[config.mk]
export PLATFORM = sky130hd
export DESIGN_NAME = detect_collector_flat
export DESIGN_NICKNAME = d
export VERILOG_FILES = /design/src/rtl/detect_pkg.sv /design/src/rtl/detect_collector_if.sv /design/src/rtl/detect_collector_pos_fifo.sv /design/src/rtl/detect_collector.sv /design/src/flat_wrapper.sv
export SDC_FILE = /design/constraint.sdc
export NUM_CORES = 1
export LEC_CHECK = 0
export CORE_MARGIN = 5
export CORE_UTILIZATION = 55
export CTS_CLUSTER_DIAMETER = 200
export DETAILED_ROUTE_END_ITERATION = 10
export PLACE_DENSITY = 0.8
export SLEW_MARGIN = 0
export SYNTH_ARGS = -nofsm -noshare
export SYNTH_HDL_FRONTEND = slang
export SYNTH_HIERARCHICAL = 1
export SYNTH_SLANG_ARGS = --single-unit
export TNS_END_PERCENT = 20
[constraint.sdc]
create_clock -name clk -period 7 [get_ports clk]
set_clock_uncertainty 0.15 [all_clocks]
set_input_delay 2.1 -clock clk [delete_from_list [all_inputs] [get_ports clk]]
set_output_delay 2.1 -clock clk [all_outputs]
set_load 0.05 [all_outputs]
[src/rtl/detect_pkg.sv]
// Shared types and width helpers for the detection collector and its neighbours.
// Default-parameter window position and detection word layouts.
package detect_pkg;

  function automatic int calc_ws(input int scale_num);
    int w;
    w = $clog2(scale_num);
    return (w < 1) ? 1 : w;
  endfunction

  localparam int DEF_IMG_WIDTH  = 45;
  localparam int DEF_IMG_HEIGHT = 45;
  localparam int DEF_SCALE_NUM  = 2;
  localparam int DEF_W_X        = $clog2(DEF_IMG_WIDTH);
  localparam int DEF_W_Y        = $clog2(DEF_IMG_HEIGHT);
  localparam int DEF_W_S        = calc_ws(DEF_SCALE_NUM);

  typedef struct packed {
    logic               eot;
    logic [DEF_W_S-1:0] scale;
    logic [DEF_W_Y-1:0] y;
    logic [DEF_W_X-1:0] x;
  } win_pos_t;

  typedef logic [DEF_W_S+DEF_W_Y+DEF_W_X-1:0] detect_pos_t;

endpackage

[src/rtl/detect_collector_if.sv]
// Position, result and detection streams of the detection collector.
// detect_count exists only when DETECT_CAP_EN is defined.
interface detect_collector_if #(
  parameter int IMG_WIDTH  = 45,
  parameter int IMG_HEIGHT = 45,
  parameter int SCALE_NUM  = 2,
  parameter int MAX_DETECT = 64
);
  import detect_pkg::*;

  localparam int W_X = $clog2(IMG_WIDTH);
  localparam int W_Y = $clog2(IMG_HEIGHT);
  localparam int W_S = calc_ws(SCALE_NUM);
  localparam int W_C = $clog2(MAX_DETECT + 1);

  logic                   window_pos_valid;
  logic                   window_pos_ready;
  logic [W_X-1:0]         window_pos_x;
  logic [W_Y-1:0]         window_pos_y;
  logic [W_S-1:0]         window_pos_scale;
  logic                   window_pos_eot;
  logic                   result_valid;
  logic                   result_ready;
  logic                   result;
  logic                   detect_pos_valid;
  logic                   detect_pos_ready;
  logic [W_S+W_Y+W_X-1:0] detect_pos;
  logic                   detect_eot;
`ifdef DETECT_CAP_EN
  logic [W_C-1:0]         detect_count;
`endif

  modport slave (
    input  window_pos_valid, window_pos_x, window_pos_y, window_pos_scale, window_pos_eot,
    output window_pos_ready,
    input  result_valid, result,
    output result_ready,
    output detect_pos_valid, detect_pos, detect_eot,
`ifdef DETECT_CAP_EN
    output detect_count,
`endif
    input  detect_pos_ready
  );

  modport master (
    output window_pos_valid, window_pos_x, window_pos_y, window_pos_scale, window_pos_eot,
    input  window_pos_ready,
    output result_valid, result,
    input  result_ready,
    input  detect_pos_valid, detect_pos, detect_eot,
`ifdef DETECT_CAP_EN
    input  detect_count,
`endif
    output detect_pos_ready
  );

endinterface

[src/rtl/detect_collector_pos_fifo.sv]
// Generic synchronous FIFO with registered full/empty; write visible to pop one cycle later.
// push_rdy = !full and pop_vld = !empty, with no bypass in either direction.
module pos_fifo #(
  parameter type T     = logic [7:0],
  parameter int  DEPTH = 8
) (
  input  logic clk,
  input  logic rst,
  input  logic push_vld,
  output logic push_rdy,
  input  T     push_dat,
  output logic pop_vld,
  input  logic pop_rdy,
  output T     pop_dat
);

  localparam int AW = $clog2(DEPTH);
  localparam logic [AW-1:0] PTR_ONE = AW'(1);

  T              mem [DEPTH];
  logic [AW-1:0] wr_ptr, rd_ptr;
  logic          full_q, empty_q;
  logic          do_push, do_pop;

  assign push_rdy = !full_q;
  assign pop_vld  = !empty_q;
  assign do_push  = push_vld & !full_q;
  assign do_pop   = pop_rdy & !empty_q;
  assign pop_dat  = mem[rd_ptr];

  always_ff @(posedge clk) begin
    if (rst) begin
      wr_ptr  <= '0;
      rd_ptr  <= '0;
      full_q  <= 1'b0;
      empty_q <= 1'b1;
    end else begin
      if (do_push) wr_ptr <= wr_ptr + PTR_ONE;
      if (do_pop)  rd_ptr <= rd_ptr + PTR_ONE;
      // Flags only move when occupancy changes; push+pop together leaves them as is.
      case ({do_push, do_pop})
        2'b10: begin
          empty_q <= 1'b0;
          full_q  <= ((wr_ptr + PTR_ONE) == rd_ptr);
        end
        2'b01: begin
          full_q  <= 1'b0;
          empty_q <= ((rd_ptr + PTR_ONE) == wr_ptr);
        end
        default: ;
      endcase
    end
  end

  always_ff @(posedge clk) begin
    if (do_push) mem[wr_ptr] <= push_dat;
  end

endmodule

[src/rtl/detect_collector.sv]
// Pairs in-order classifier results with queued window positions; detection valid one cycle after result accept.
// Stalls results while the output register is held; DETECT_CAP_EN adds a per-frame detection cap and counter.
module detect_collector
  import detect_pkg::*;
#(
  parameter int IMG_WIDTH  = 45,
  parameter int IMG_HEIGHT = 45,
  parameter int SCALE_NUM  = 2,
  parameter int POS_DEPTH  = 8,
  parameter int MAX_DETECT = 64
) (
  input logic               clk,
  input logic               rst,
  detect_collector_if.slave io
);

  localparam int W_X = $clog2(IMG_WIDTH);
  localparam int W_Y = $clog2(IMG_HEIGHT);
  localparam int W_S = calc_ws(SCALE_NUM);

  typedef struct packed {
    logic           eot;
    logic [W_S-1:0] scale;
    logic [W_Y-1:0] y;
    logic [W_X-1:0] x;
  } pos_t;

  typedef enum logic {OUT_EMPTY, OUT_FULL} out_state_t;

  out_state_t             state_q, state_d;
  pos_t                   push_dat, head;
  logic                   head_vld, fifo_push_rdy;
  logic                   out_free, pop, emit, load, capped;
  logic [W_S+W_Y+W_X-1:0] out_pos_q;
  logic                   out_eot_q;

  assign push_dat = '{eot: io.window_pos_eot, scale: io.window_pos_scale,
                      y: io.window_pos_y, x: io.window_pos_x};

  pos_fifo #(.T(pos_t), .DEPTH(POS_DEPTH)) u_pos_fifo (
    .clk      (clk),
    .rst      (rst),
    .push_vld (io.window_pos_valid & !rst),
    .push_rdy (fifo_push_rdy),
    .push_dat (push_dat),
    .pop_vld  (head_vld),
    .pop_rdy  (pop),
    .pop_dat  (head)
  );

  assign io.window_pos_ready = fifo_push_rdy & !rst;
  assign out_free            = (state_q == OUT_EMPTY) | io.detect_pos_ready;
  assign pop                 = io.result_valid & head_vld & out_free & !rst;
  assign io.result_ready     = pop;
  // End-of-frame beats always go out, even for a negative or capped result.
  assign emit                = (io.result & !capped) | head.eot;
  assign load                = pop & emit;

  always_comb begin
    state_d = state_q;
    case (state_q)
      OUT_EMPTY: if (load) state_d = OUT_FULL;
      OUT_FULL:  if (io.detect_pos_ready && !load) state_d = OUT_EMPTY;
      default:   state_d = OUT_EMPTY;
    endcase
  end

  always_ff @(posedge clk) begin
    if (rst) state_q <= OUT_EMPTY;
    else     state_q <= state_d;
  end

  always_ff @(posedge clk) begin
    if (rst) begin
      out_pos_q <= '0;
      out_eot_q <= 1'b0;
    end else if (load) begin
      out_pos_q <= {head.scale, head.y, head.x};
      out_eot_q <= head.eot;
    end
  end

  assign io.detect_pos_valid = (state_q == OUT_FULL);
  assign io.detect_pos       = out_pos_q;
  assign io.detect_eot       = out_eot_q;

`ifdef DETECT_CAP_EN
  localparam int W_C = $clog2(MAX_DETECT + 1);

  logic [W_C-1:0] cnt_q;
  logic           clr, inc;

  // The count restarts as the eot beat leaves, so a new frame may count in that same cycle.
  assign clr    = (state_q == OUT_FULL) & io.detect_pos_ready & out_eot_q;
  assign capped = (cnt_q == W_C'(MAX_DETECT)) & !clr;
  assign inc    = pop & io.result & !capped;

  always_ff @(posedge clk) begin
    if (rst)      cnt_q <= '0;
    else if (clr) cnt_q <= inc ? W_C'(1) : '0;
    else if (inc) cnt_q <= cnt_q + W_C'(1);
  end

  assign io.detect_count = cnt_q;
`else
  assign capped = 1'b0;
`endif

endmodule

[src/flat_wrapper.sv]
// flat-port wrapper written by rule: the top's interface ports become plain ports
module detect_collector_flat import detect_pkg::*;
#(
  parameter int IMG_WIDTH  = 45,
  parameter int IMG_HEIGHT = 45,
  parameter int SCALE_NUM  = 2,
  parameter int POS_DEPTH  = 8,
  parameter int MAX_DETECT = 64
)
  (clk, rst, io_window_pos_valid, io_window_pos_x, io_window_pos_y, io_window_pos_scale, io_window_pos_eot, io_window_pos_ready, io_result_valid, io_result, io_result_ready, io_detect_pos_valid, io_detect_pos, io_detect_eot, io_detect_pos_ready);
  detect_collector_if #(.IMG_WIDTH(IMG_WIDTH), .IMG_HEIGHT(IMG_HEIGHT), .SCALE_NUM(SCALE_NUM), .MAX_DETECT(MAX_DETECT)) io_i ();
  input logic clk;
  input logic rst;
  input wire logic [$bits(io_i.window_pos_valid)-1:0] io_window_pos_valid;
  input wire logic [$bits(io_i.window_pos_x)-1:0] io_window_pos_x;
  input wire logic [$bits(io_i.window_pos_y)-1:0] io_window_pos_y;
  input wire logic [$bits(io_i.window_pos_scale)-1:0] io_window_pos_scale;
  input wire logic [$bits(io_i.window_pos_eot)-1:0] io_window_pos_eot;
  output wire logic [$bits(io_i.window_pos_ready)-1:0] io_window_pos_ready;
  input wire logic [$bits(io_i.result_valid)-1:0] io_result_valid;
  input wire logic [$bits(io_i.result)-1:0] io_result;
  output wire logic [$bits(io_i.result_ready)-1:0] io_result_ready;
  output wire logic [$bits(io_i.detect_pos_valid)-1:0] io_detect_pos_valid;
  output wire logic [$bits(io_i.detect_pos)-1:0] io_detect_pos;
  output wire logic [$bits(io_i.detect_eot)-1:0] io_detect_eot;
  input wire logic [$bits(io_i.detect_pos_ready)-1:0] io_detect_pos_ready;
  assign io_i.window_pos_valid = io_window_pos_valid;
  assign io_i.window_pos_x = io_window_pos_x;
  assign io_i.window_pos_y = io_window_pos_y;
  assign io_i.window_pos_scale = io_window_pos_scale;
  assign io_i.window_pos_eot = io_window_pos_eot;
  assign io_window_pos_ready = io_i.window_pos_ready;
  assign io_i.result_valid = io_result_valid;
  assign io_i.result = io_result;
  assign io_result_ready = io_i.result_ready;
  assign io_detect_pos_valid = io_i.detect_pos_valid;
  assign io_detect_pos = io_i.detect_pos;
  assign io_detect_eot = io_i.detect_eot;
  assign io_i.detect_pos_ready = io_detect_pos_ready;
  detect_collector #(.IMG_WIDTH(IMG_WIDTH), .IMG_HEIGHT(IMG_HEIGHT), .SCALE_NUM(SCALE_NUM), .POS_DEPTH(POS_DEPTH), .MAX_DETECT(MAX_DETECT)) u_core (.clk(clk), .rst(rst), .io(io_i));
endmodule
Word-level counts from Yosys, hierarchy flattened --
Memories as Yosys holds them, arrays and structs flattened. A register that Yosys moved wholly into a read port is not among the register bits. Cells that the tools add are included.
Storage, ports and cells: memories 1, bits of input ports 20, logic and storage cells 40, flip-flop bits (word level) 23, output and inout bits 17, memory bits (writable) 112
Cells by class: equality and inequality tests 4, bitwise logic cells 11, add/subtract/negate cells 2, reduce and logical (&&, ||, !) cells 6, multiplexer cells 9
Memory list:
- u_core.u_pos_fifo.mem | depth 8, bits a word 14, read ports 1, clocked after Yosys merged registers in 1, wr ports 1, RTL line detect_collector_pos_fifo.sv:20 | T mem [DEPTH];
Operator list (number):
- $and 1x1->1 | 8
- $add 3x1->3 const B | 2
- $eq 3x3->1 | 2
- $mux 3 | 2
- $pmux 1 s2 | 3
- $logic_not 1->1 | 4
- $mux 1 | 4
- $eq 2x1->1 const B | 1
- $eq 2x2->1 const B | 1
- $or 1x1->1 | 2
- $reduce_bool 2->1 | 1
- $logic_and 1x1->1 | 1
- $not 1->1 | 1

Depth between registers and ports, before layout --
depth in word-level cells 9, gate-level depth with buffers 8

Cells and area by module --
Netlist, hierarchy kept.
Modules (own cells, without submodules):
- pos_fifo | seq. area each 3583.4 um^2, cells an instance 223, instances 1, area each 4834.6 um^2
- detect_collector | seq. area each 300.3 um^2, cells an instance 71, instances 1, area each 720.7 um^2

Worst setup path after synthesis --
No wires, ideal clock.
path kind input-to-output, start point input io_detect_pos_ready, end point output io_result_ready, required time 4750 ps, slack 1747 ps, data arrival time 3003 ps, path buffers 0, stages 3, path through nand2b_4 nand3_1 nor2_1
Between the ends: cells in the longest elaborated chain, start to end 3
RTL lines:
- from (decl) | RTL line flat_wrapper.sv:26 | input wire logic [$bits(io_i.detect_pos_ready)-1:0] io_detect_pos_ready;
- $or 1x1->1 | RTL line detect_collector.sv:52 | assign out_free = (state_q == OUT_EMPTY) | io.detect_pos_ready;
- $and 1x1->1 (2 in series) | RTL line detect_collector.sv:53 | assign pop = io.result_valid & head_vld & out_free & !rst;
- to (decl) | RTL line flat_wrapper.sv:22 | output wire logic [$bits(io_i.result_ready)-1:0] io_result_ready;
Every way passes these cells.

Worst setup path after layout --
start point input rst, end point output io_result_ready
Between the ends: cells in the longest elaborated chain, start to end 2
RTL lines:
- from (decl) | RTL line flat_wrapper.sv:13 | input logic rst;
- $logic_not 1->1 | RTL line detect_collector.sv:53
- $and 1x1->1 | RTL line detect_collector.sv:53
Every way passes these cells.

==> flow_summary_export.csv <==
group,metric,value,unit
run_status,status,"complete, no violations",
power,power.net_switching,399,uW
clock_tree,worst_skew_pair.late_latency,0.52,ns
grt,global_route.usage.total,17.9,%
clock_tree,ctsResizeCount,0,
synth,synth.top_cells.by_count,"sky130_fd_sc_hd__edfxtp_1, sky130_fd_sc_hd__nand2b_1, sky130_fd_sc_hd__dfxtp_1, sky130_fd_sc_hd__mux4_1, sky130_fd_sc_hd__mux2i_1",
power,combinationalPowerShare,4.4,%
routing,drt-total-wl,10400,um
placement,port_buffer_count,36,
synth,syn-instance-count,294,
finish,post_route_cells_drive_above_1_share,17.3,%
synth,adder_cell_share_of_the_synthesized_area,0.676,%
power,seq_power_share,50.0,%
setup_path,timing.critical_path.arrival,3.83,ns
die,fp.dieArea,12200,um2
synth,synth.largest_area_cell,"sky130_fd_sc_hd__edfxtp_1",
setup_path,critPathCaptureType,"primary output",
setup_path,cp.buffers_inverters,2,
power,fin_total_pwr,1810,uW
placement,hpwl,5920,um
synth,post_synth_and_or_nand_nor_area_fraction,6.06,%
sta,clock.fmax,164,MHz
placement,gp_congestion,0.791,
clock_tree,tritoncts_clock_tree,"built",
setup_path,critPathTopFamily,"buffers and inverters",
routing,vias,2777,
die,placementRows,36,
min_path,holdPathStages,2,
power,powerDensity,273,nW/um2
power,ir_drop_worst_vdd,171,uV
synth,synth_top_family_by_area,"multiplexers",
sta,final_max_slew_viol_count,0,
power,total_leakage_power,0.00218,uW
synth,synth_compound_area_share,1.10,%
synth,ys_top_cells_by_area,"sky130_fd_sc_hd__edfxtp_1, sky130_fd_sc_hd__mux4_1, sky130_fd_sc_hd__dfxtp_1, sky130_fd_sc_hd__nand2b_1, sky130_fd_sc_hd__mux2_2",
synth,synth_nets,317,
min_path,hold_start,"u_core/io.detect_pos[5]",
setup_path,worstPathCellList,"clkdlybuf4s50_1 > nor2_1 > clkdlybuf4s50_1",
setup_path,timing.critical_path.slowest_cell_delay,0.85,ns
synth,synth.yosys.seq_area_share,69.9,%
sta,unrepaired_setup_endpoints_after_global_routing,"no",
synth,yosys.cell_types.count,31,
grt,grt_max_degree,33,
power,cellInternalPower,1410,uW
synth,fraction_of_synthesis_flops_using_an_asynchronous_set_or_reset_pin,0,%
die,chipHeight,111,um
setup_path,critPathKind,"input port to primary output",
job,maxCapViolCount,0,
die,die_w,111,um
grt,wire_length_of_the_first_global_routing_pass,16300,um
setup_path,required_time_reported_for_the_critical_path_endpoint,4.75,ns
die,initial_cell_density_of_the_core,56.6,%
finish,syn_to_final_growth,19.3,%
finish,finalCoreUtilization,67.5,%
synth,top_flip_flop_cell_by_instance_count_after_synthesis,"sky130_fd_sc_hd__edfxtp_1",
power,swShare,22.0,%
sta,timing_hold_violations_final,0,
sta,relSlewSlack,43.1,%
synth,synth-seq-cells,138,
routing,dr.first_iter.drc_count,263,
setup_path,ff2ff_path_depth,5,
sta,setup_viol,0,
min_path,timing.hold.worst_endpoint,"u_core/io.detect_pos[5]",
routing,vias_per_cell,5.64,
synth,synthXorXnorAreaFrac,1.58,%
synth,synth.avg_cell_area,18.9,um2
clock_tree,path_clk_slew,0.06,ns
synth,yosys.cell_count.top_type,"sky130_fd_sc_hd__edfxtp_1",
setup_path,crit_fanout,10,
synth,synth_top_area_share,60.5,%
die,io_pins,37,
finish,n_antenna_cell,0,
setup_path,timing.critical_path.slowest_stage_cell,"sky130_fd_sc_hd__clkdlybuf4s50_1",
grt,number_of_antenna_violations_at_the_first_check_in_global_routing,0,
setup_path,timing.reg2reg.setup_slack,4.29,ns
setup_path,reg2reg_to,"u_core/io.detect_pos[0]",
synth,synth_edf_count,112,
setup_path,most_common_cell_on_crit_path,"sky130_fd_sc_hd__clkdlybuf4s50_1",
clock_tree,cts.root.buffer_cell,"sky130_fd_sc_hd__clkbuf_8",
clock_tree,numCtsBuffers,17,
finish,count_of_nets_after_finishing,369,
routing,drc,0,
sta,finalCritPeriodShare,86.9,%
synth,ys.warnings.count,6,
synth,synth.cell_area,5560,um2
die,placeableCoreArea,9820,um2
clock_tree,clock_tree.buffer_depth,2,
power,power.clock.fraction,45.6,%
min_path,min_path_type,"register to register",
routing,postRouteAntennaNets,0,
sta,fin_crit,6.08,ns
grt,number_of_global_route_vias_before_repair,2846,
clock_tree,cts_num_sinks,138,
routing,drtPass1Iterations,4,
clock_tree,htree_levels,4,
synth,synth_mux_area_share,18.6,%
setup_path,crit_path_start_kind,"input port",
grt,grt_overflow_total,0,
clock_tree,cts-hold-fix-buffers,0,
clock_tree,post-cts-setup-buffers,0,
routing,drt-wirelength-per-cell,21.1,um
sta,slew_at_the_pin_closest_to_its_max_slew_limit,0.850,ns
sta,fin_setup_tns,0,ns
power groups by stage:
stage	Sequential [uW]	Clock [uW]	Combinational (uW)
after global placement	922	0	77.0
after global routing	906	877	86.5
final	905	825	79.9
after detailed placement	922	0	79.7
after floorplan	930	0	37.0
after CTS	906	836	80.6
state kept, by name (all words and copies together) (netlist names), named ones only:
register / cells
u_core/u_pos_fifo/empty_q: 1
u_core/u_pos_fifo/rd_ptr: 3
u_core/u_pos_fifo/wr_ptr: 3
u_core/io.detect_pos_valid: 1
u_core/io.detect_eot: 1
u_core/u_pos_fifo/mem: 112
u_core/io.detect_pos: 13
u_core/u_pos_fifo/full_q: 1
stage by stage:
stage	instance area, um2	hold slack [ns]	cells	setup WS (ns)
2_1_floorplan	5560	0.319	294	1.75
3_3_place_gp	6070	0.307	460	0.944
3_5_place_dp	6070	0.315	460	0.927
4_1_cts	6630	0.324	492	0.917
5_1_grt	6630	0.348	492	0.852
6_report	6630	0.324	492	0.917
tightest hold or removal path, stage by stage, from the launching register on:
cell and delay (ns):
sky130_fd_sc_hd__dfxtp_1 0.31, sky130_fd_sc_hd__nand2b_1 0.06, sky130_fd_sc_hd__mux2i_1 0.06
kinds of logic (layout without fill, tap and decap cells):
logic type                 Yosys count  after routing
adders and majority gates            3              3
xor gates and xnor gates            10             10
and+or+nand+nor                     60             60
AOI/OAI and AO/OA                    8              8
buffers and inverters               18             83
muxes                               57             57
DFF                                138            138
cell type report:
cell class              instances  area, um2
clock inverters                15        141
clock buffers                  17        414
fillers                       654       3190
flip-flops and latches        138       3880
well taps                     133        166
multi-input cells             138       1570
inverters                       4       15.0
repair buffers                 47        443
metal layers:
layer	up-vias	routed length [um]	track usage [%]	share of wire, %
li1	1267	-	-	-
met1	1404	4440	23.6	43
met2	92	5150	28.6	50
met3	14	600	5.03	5.8
met4	0	211	6.49	2.0
met5	-	0	0	0
how the worst max path moves through the flow:
stage,startpoint,to,slack [ns],cells after the start
after floorplan,io_detect_pos_ready,io_result_ready,1.75,3
after global placement,io_detect_pos_ready,io_result_ready,0.94,5
after detailed placement,rst,io_result_ready,0.93,3
after CTS,rst,io_result_ready,0.92,3
after global routing,rst,io_result_ready,0.85,3
final,rst,io_result_ready,0.92,3
placed cells by master, fill, tap and decap left out, drive strengths merged:
master	netlist	final
o2111ai	1	1
edfxtp	112	112
bufinv	0	1
buf	8	11
mux2	14	14
clkinvlp	0	4
ha	3	3
nand3	1	1
nor3	2	2
nor2b	4	4
mux2i	15	15
a41o	1	1
nor2	14	14
clkdlybuf4s50	0	36
nand4	1	1
o32ai	1	1
xor2	4	4
nand2	4	4
o31ai	1	1
dfxtp	26	26
clkbuf	6	17
xnor2	6	6
or3	1	1
nand2b	31	31
o2111a	1	1
clkinv	0	4
inv	4	10
mux4	28	28
nand3b	2	2
a21oi	3	3
Note: power is estimated with default switching activity, not from simulation.
